**src/rtl/nibble_add_seq.sv**
```systemverilog
// nibble_add_seq: WIDTH-bit add via one shared 4-bit adder, one nibble per clock, LSB first.
// Optional subtract mode (a-b, cout=1 means no borrow) is enabled by defining NIBBLE_ADD_SEQ_SUB_EN.
module nibble_add_seq #(
  parameter int WIDTH = 16
) (
  input  logic             clk,
  input  logic             rst,
  input  logic             start,
  input  logic [WIDTH-1:0] a,
  input  logic [WIDTH-1:0] b,
  input  logic             cin,
`ifdef NIBBLE_ADD_SEQ_SUB_EN
  input  logic             sub,
`endif
  output logic             busy,
  output logic             done,
  output logic [WIDTH-1:0] sum,
  output logic             cout,
  output logic [3:0]       add_a,
  output logic [3:0]       add_b,
  output logic             add_cin,
  input  logic [3:0]       add_sum,
  input  logic             add_cout
);
  localparam int NSLICE = WIDTH / 4;
  localparam int KW = NSLICE > 1 ? $clog2(NSLICE) : 1;
  typedef enum logic [1:0] {IDLE, RUN, DONE} state_t;
  state_t state, state_nx;
  logic [WIDTH-1:0] a_r, b_r;
  logic carry_r, sub_r, sub_in, accept, last;
  logic [KW-1:0] k;
  generate
    if (WIDTH < 4 || WIDTH % 4 != 0) begin : g_bad_width
      $error("nibble_add_seq: WIDTH must be a multiple of 4 and >= 4");
    end
  endgenerate
`ifdef NIBBLE_ADD_SEQ_SUB_EN
  assign sub_in = sub;
`else
  assign sub_in = 1'b0;
`endif
  assign accept = start && state != RUN;
  assign last = k == KW'(NSLICE - 1);
  assign busy = state == RUN;
  assign done = state == DONE;
  // Subtraction is a + ~b + 1: invert the b slice, seed carry with 1.
  assign add_a = busy ? a_r[{k, 2'b00} +: 4] : 4'd0;
  assign add_b = busy ? b_r[{k, 2'b00} +: 4] ^ {4{sub_r}} : 4'd0;
  assign add_cin = busy & carry_r;
  always_comb begin
    state_nx = IDLE;
    if (accept) state_nx = RUN;
    else if (state == RUN) state_nx = last ? DONE : RUN;
  end
  always_ff @(posedge clk or posedge rst)
    if (rst) state <= IDLE;
    else state <= state_nx;
  always_ff @(posedge clk or posedge rst) begin
    if (rst) begin
      a_r <= '0;
      b_r <= '0;
      carry_r <= 1'b0;
      sub_r <= 1'b0;
      k <= '0;
      sum <= '0;
      cout <= 1'b0;
    end else if (accept) begin
      a_r <= a;
      b_r <= b;
      sub_r <= sub_in;
      carry_r <= sub_in | cin;
      k <= '0;
    end else if (state == RUN) begin
      sum[{k, 2'b00} +: 4] <= add_sum;
      carry_r <= add_cout;
      k <= k + 1'b1;
      if (last) cout <= add_cout;
    end
  end
endmodule

```
**config.mk**
```make
export PLATFORM = sky130hd
export DESIGN_NAME = nibble_add_seq
export DESIGN_NICKNAME = d
export VERILOG_FILES = /design/src/rtl/nibble_add_seq.sv
export SDC_FILE = /design/constraint.sdc
export NUM_CORES = 1
export LEC_CHECK = 0
export ABC_AREA = 1
export BUFFER_PORTS_ARGS = -buffer_cell sky130_fd_sc_hd__buf_2
export CELL_PAD_IN_SITES_DETAIL_PLACEMENT = 2
export CELL_PAD_IN_SITES_GLOBAL_PLACEMENT = 2
export CORE_ASPECT_RATIO = 2
export CORE_MARGIN = 5
export CORE_UTILIZATION = 32
export CTS_BUF_LIST = sky130_fd_sc_hd__clkbuf_16
export DETAILED_ROUTE_END_ITERATION = 8
export GPL_ROUTABILITY_DRIVEN = 0
export PLACE_DENSITY = 0.9
export RECOVER_POWER = 50
export SYNTH_ARGS = -nofsm -noshare
export SYNTH_HDL_FRONTEND = slang
export SYNTH_SLANG_ARGS = --single-unit
```
**constraint.sdc**
```tcl
create_clock -name clk -period 3.37 [get_ports clk]
set_input_delay 0.1685 -clock clk [delete_from_list [all_inputs] [get_ports clk]]
set_output_delay 0.1685 -clock clk [all_outputs]
set_load 0.01 [all_outputs]
```
## Word level (Yosys, flattened, before mapping)

Index checks and enable logic that the tools add are counted.

- ROM bits: 0
- Bits in writable memories: 0
- Input bits: 41
- Output and inout port bits: 28
- Logic and storage cells: 33
- Bits in registers: 54
- Latch bits: 0
- Memories kept: 0

- Muxes and demuxes: 10
- Order comparisons: 0
- Shift-type cells: 4
- Add/sub/neg operators: 2
- Multipliers: 0
- Reduce and logical (&&, ||, !) cells: 4
- Eq/ne operators: 4
- Bitwise operators: 2
- Div/mod/pow operators: 0

Operator list:

| kind | count |
|---|---|
| $shiftx 16x5->4 | 2 |
| $bwmux 16 | 1 |
| $shift 4x6->16 const A | 1 |
| $shiftx 4x6->16 | 1 |
| $mux 2 | 5 |
| $mux 4 | 2 |
| $neg 4->6 | 1 |
| $eq 2x2->1 const B | 2 |
| $reduce_and 3->1 | 1 |
| $add 2x1->2 const B | 1 |
| $eq 2x1->1 const B | 1 |
| $mux 1 | 2 |
| $ne 2x1->1 const B | 1 |
| $reduce_and 2->1 | 1 |
| $reduce_bool 2->1 | 1 |
| $and 1x1->1 | 1 |
| $logic_and 1x1->1 | 1 |
| $not 1->1 | 1 |

## Longest topological paths before layout

- Depth in word-level cells: 4
- Gate-level depth with buffers: 8
- Gate-level depth less buffers: 7

## Least setup slack after synthesis

No wires, ideal clock.

- Path type: flip-flop to flip-flop
- From: register k[1]
- To: register sum[0]
- Stages on the path, launching flop included: 9
- Setup time: 65 ps
- Data arrival time: 1495 ps
- Required time: 3305 ps
- Period minus slack after synthesis: 1560 ps
- Path slack: 1810 ps
- Cells stage by stage: dfrtp_1 > clkbuf_1 > inv_2 > ha_1 > inv_1 > nand2_1 > nor2_1 > nand3_1 > nand2_1

- Cells in the longest elaborated chain, start to end: 3
- Elaborated cells between the ends (all ways): 4

Ends and longest elaborated chain:

| element | line | RTL |
|---|---|---|
| from (decl) | 31 | `logic [KW-1:0] k;` |
| from (signal assigned) | 76 | `k <= k + 1'b1;` |
| $neg 4->6 (*) | 74 | `sum[{k, 2'b00} +: 4] <= add_sum;` |
| $shiftx 4x6->16 / $shift 4x6->16 (equally long branches) | 74 |  |
| $bwmux 16 (*) | 74 |  |
| to (signal, indexed assignment) | 74 |  |
| to (decl) | 17 | `output logic [WIDTH-1:0] sum,` |

Every way passes the cells marked *; elsewhere a longest branch is shown, timed or not.
A chain may end at the register's enable or synchronous reset.

## Final worst setup path

- From: register k[0]
- To: register sum[0]

The elaborated chain is that of the path after synthesis.

==> results summary <==
The area enclosed by the die boundary is 10230 µm². At the worst endpoint, the required time is 3.56 ns. The synthesized cell area is 2628 µm². The synthesized instance count is 326.

In this design, the stage delay of the slowest critical-path cell is 0.55 ns. The post-synthesis area per instance came out at 8.060 µm². TritonCTS built the clock tree. The endpoint of the most critical setup path is sum[0]. The clock sink count is 54. The fraction of layout instances using a drive strength above 1 came out at 18.97%. The number of warning messages in the yosys log came out at 0. The die is 74.08 µm wide.

The count of state elements after synthesis came out at 54. The most common cell after layout, fill and taps aside is sky130_fd_sc_hd__nand2_1. The total of endpoints with negative setup slack in the final report came out at 0. The final worst clock skew is 0.004407 ns. The final hold slack is 0.08644 ns. In this run the number of cells on the critical path is 8. The initial standard-cell utilization of the core came out at 32.84%. In this run the worst setup path begins at k[0]. The number of different library cells in the post-synthesis netlist came out at 18. The root buffer selected by CTS is sky130_fd_sc_hd__clkbuf_16. The via density per instance came out at 4.862. The transition time at the pin with the least slew margin came out at 1.962 ns. At the worst endpoint, the arrival time is 2.42 ns. The height of the chip came out at 138.2 µm. Setup repair after global routing left no endpoint under its margin. The H-tree level count is 2. The time the worst path needs with I/O delays and setup came out at 2.233 ns.

The kind of cell with the highest combined delay on the critical path is buffers and inverters. The via count of the first global-routing pass is 2665. The number of antenna diodes in the final layout is 0. The number of antenna violations at the first check in global routing came to 0. The first TritonRoute pass finished after 4 iterations. The critical hold path startpoint is b[7]. Walking the worst path, the cells encountered are buf_4 -> inv_1 -> ha_1 -> inv_1 -> nor2_1 -> inv_1 -> nand2_1 -> nand2_1. The area taken by flip-flops and latches is 1351 µm².

The worst-case IR drop observed on VDD is 0.4185 mV. Once the clock tree was built, the resizer swapped 0 gates to a different size. STA classifies the critical path endpoint as a register. Of the synthesized area, sequential elements account for 51.43%.

Dividing total power by cell area gives a power density of 953.3 nW/µm². The highest attainable clock frequency came out at 447.8 MHz. The total of max-cap violations is 1.

The min-delay analysis places its worst path in the category in -> reg. The number of endpoints with negative hold slack in the final report was 0. The count of fill cells added during filler insertion is 956.

The leakage component of the power came out at 1.686 nW. By instance count, the cell type seen most on the critical path is sky130_fd_sc_hd__inv_1. The number of hold buffers added after cts came out at 0. The clock latency on the worst-skew pair is 0.29 ns.

The critical path's slowest cell is sky130_fd_sc_hd__inv_1. The post-layout net count is 436. The first-iteration detailed-routing DRC count came out at 50. STA classifies the critical path startpoint as a register.

The worst register-to-register path begins at k[0]. The final wirelength is 7886 µm. The relative slew slack came out at -30.93%. When the netlist entered floorplanning its net count stood at 372.

The pin count of the biggest net entering global routing is 54. The number of buffers added by the clock tree synthesis step is 5. The global-route wire length before repair is 13050 µm. The number of setup buffers added after CTS is 0.

The number of I/O port buffers is 68. The depth of the most critical reg-to-reg path is 8. The reg2reg setup slack came out at 1.14 ns. The relative area change from synthesis to final layout is 18.67%.

The checks that failed: capacitance limit, slew limit. The flow ran to the end, but the final reports show violations. After clock tree synthesis, the clock-pin slew on the worst setup and hold paths is 0.07 ns.

The library cells used most frequently in the layout, excluding fill and tap cells, are sky130_fd_sc_hd__nand2_1 (104), sky130_fd_sc_hd__dfrtp_1 (54), sky130_fd_sc_hd__inv_1 (52), sky130_fd_sc_hd__buf_2 (51), sky130_fd_sc_hd__nand3_1 (33). The wire length per cell after detailed routing is 16.23 µm. The total count of max-transition violations in the final report is 52.

The final global-route overflow total came out at 0. Of all nets on the critical path, the largest fanout is 23. The worst register-to-register path ends at sum[0]. After layout, the worst path uses 66.26% of the clock period. The number of top-level design ports is 69.

The core footprint came out at 8000 µm². The overall global routing resource usage came out at 16.72%. The count of standard-cell rows is 46. The area taken by multi-input logic gates came out at 980.9 µm². The placed wire-length estimate came out at 5963 µm. The number of buffers on the longest clock path is 2.

For this run, design rule violations remaining after detail routing come to 0. The number of buffer and inverter stages on the critical path is 4. The remaining number of nets flagged by the antenna check after routing is 0. The via count is 2363. Summed over all failing endpoints, the final setup total negative slack is 0 ns.

The critical path is of the reg -> reg type.
-- metal layers --
| metal | track usage [%] | share of wire, % | up-vias |
|---|---|---|---|
| met2 | 31.79 | 59 | 45 |
| met4 | 6.781 | 2.4 | 0 |
| met5 | 0 | 0 | - |
| li1 | - | - | 1130 |
| met3 | 2.540 | 3.2 | 10 |
| met1 | 17.14 | 36 | 1178 |
-- cell families after synthesis --
kind of cell	synth area share (%)
and+or+nand+nor	23.57
buffers and inverters	11.43
DFF	51.43
AOI/OAI and AO/OA	11.19
adders and majority gates	2.381
-- cells in the mapped netlist (all sizes together) --
cell / count / area (µm²)
nand2: 104 / 390.4
dfrtp: 54 / 1351
inv: 52 / 195.2
o21ai: 42 / 247.7
nand3: 33 / 165.2
nor2: 13 / 63.81
buf: 11 / 92.58
a21oi: 8 / 40.04
ha: 5 / 62.56
clkbuf: 3 / 12.51
o22ai: 1 / 6.260
-- worst min path at each step --
| stage | cells after the start | slack [ns] | endpoint |
|---|---|---|---|
| after detailed placement | 3 | 0.39 | b_r[7] |
| after CTS | 3 | 0.08 | b_r[7] |
| after floorplan | 2 | 0.29 | cout |
| after global routing | 3 | 0.09 | b_r[0] |
| final | 3 | 0.09 | b_r[7] |
| after global placement | 3 | 0.37 | a_r[12] |
-- tightest hold or removal path, delay by kind of cell --
| family | cells | cell delay, ns |
|---|---|---|
| buf+inv | 1 | 0.07 |
| compound gates | 1 | 0.05 |
| simple gates | 1 | 0.05 |
-- per-stage QoR --
| step | instance area (µm²) | setup WS, ns | power [W] | cells | utilization [%] |
|---|---|---|---|---|---|
| after global routing | 3118 | 0.8749 | 0.003249 | 486 | 38.97 |
| final | 3118 | 1.137 | 0.002972 | 486 | 38.97 |
| after global placement | 3010 | 1.302 | 0.002433 | 479 | 37.63 |
| after CTS | 3143 | 1.122 | 0.003060 | 486 | 39.29 |
| after detailed placement | 3010 | 1.169 | 0.002534 | 479 | 37.63 |
| after floorplan | 2628 | 1.810 | 0.002055 | 326 | - |
-- registers in the layout (all words and copies together) (netlist names) --
name	cells
sum	16
k	2
state	2
carry_r	1
b_r	16
cout	1
a_r	16
-- area by class of cell --
class / count / share of cell area (%)
clock buffers: 5 / 4.013
clock inverters: 2 / 0.2408
inverters: 52 / 6.260
multi-input cells: 206 / 31.46
flip-flops and latches: 54 / 43.34
well taps: 96 / 3.852
repair buffers: 71 / 10.83
-- power breakdown --
group	switching, W	leakage, nW	internal, W
Sequential	0.000115	0.688	0.000919
Combinational	0.000987	0.926	0.000458
Clock	0.000227	0.0723	0.000267
(Power assumes the default switching activity.)
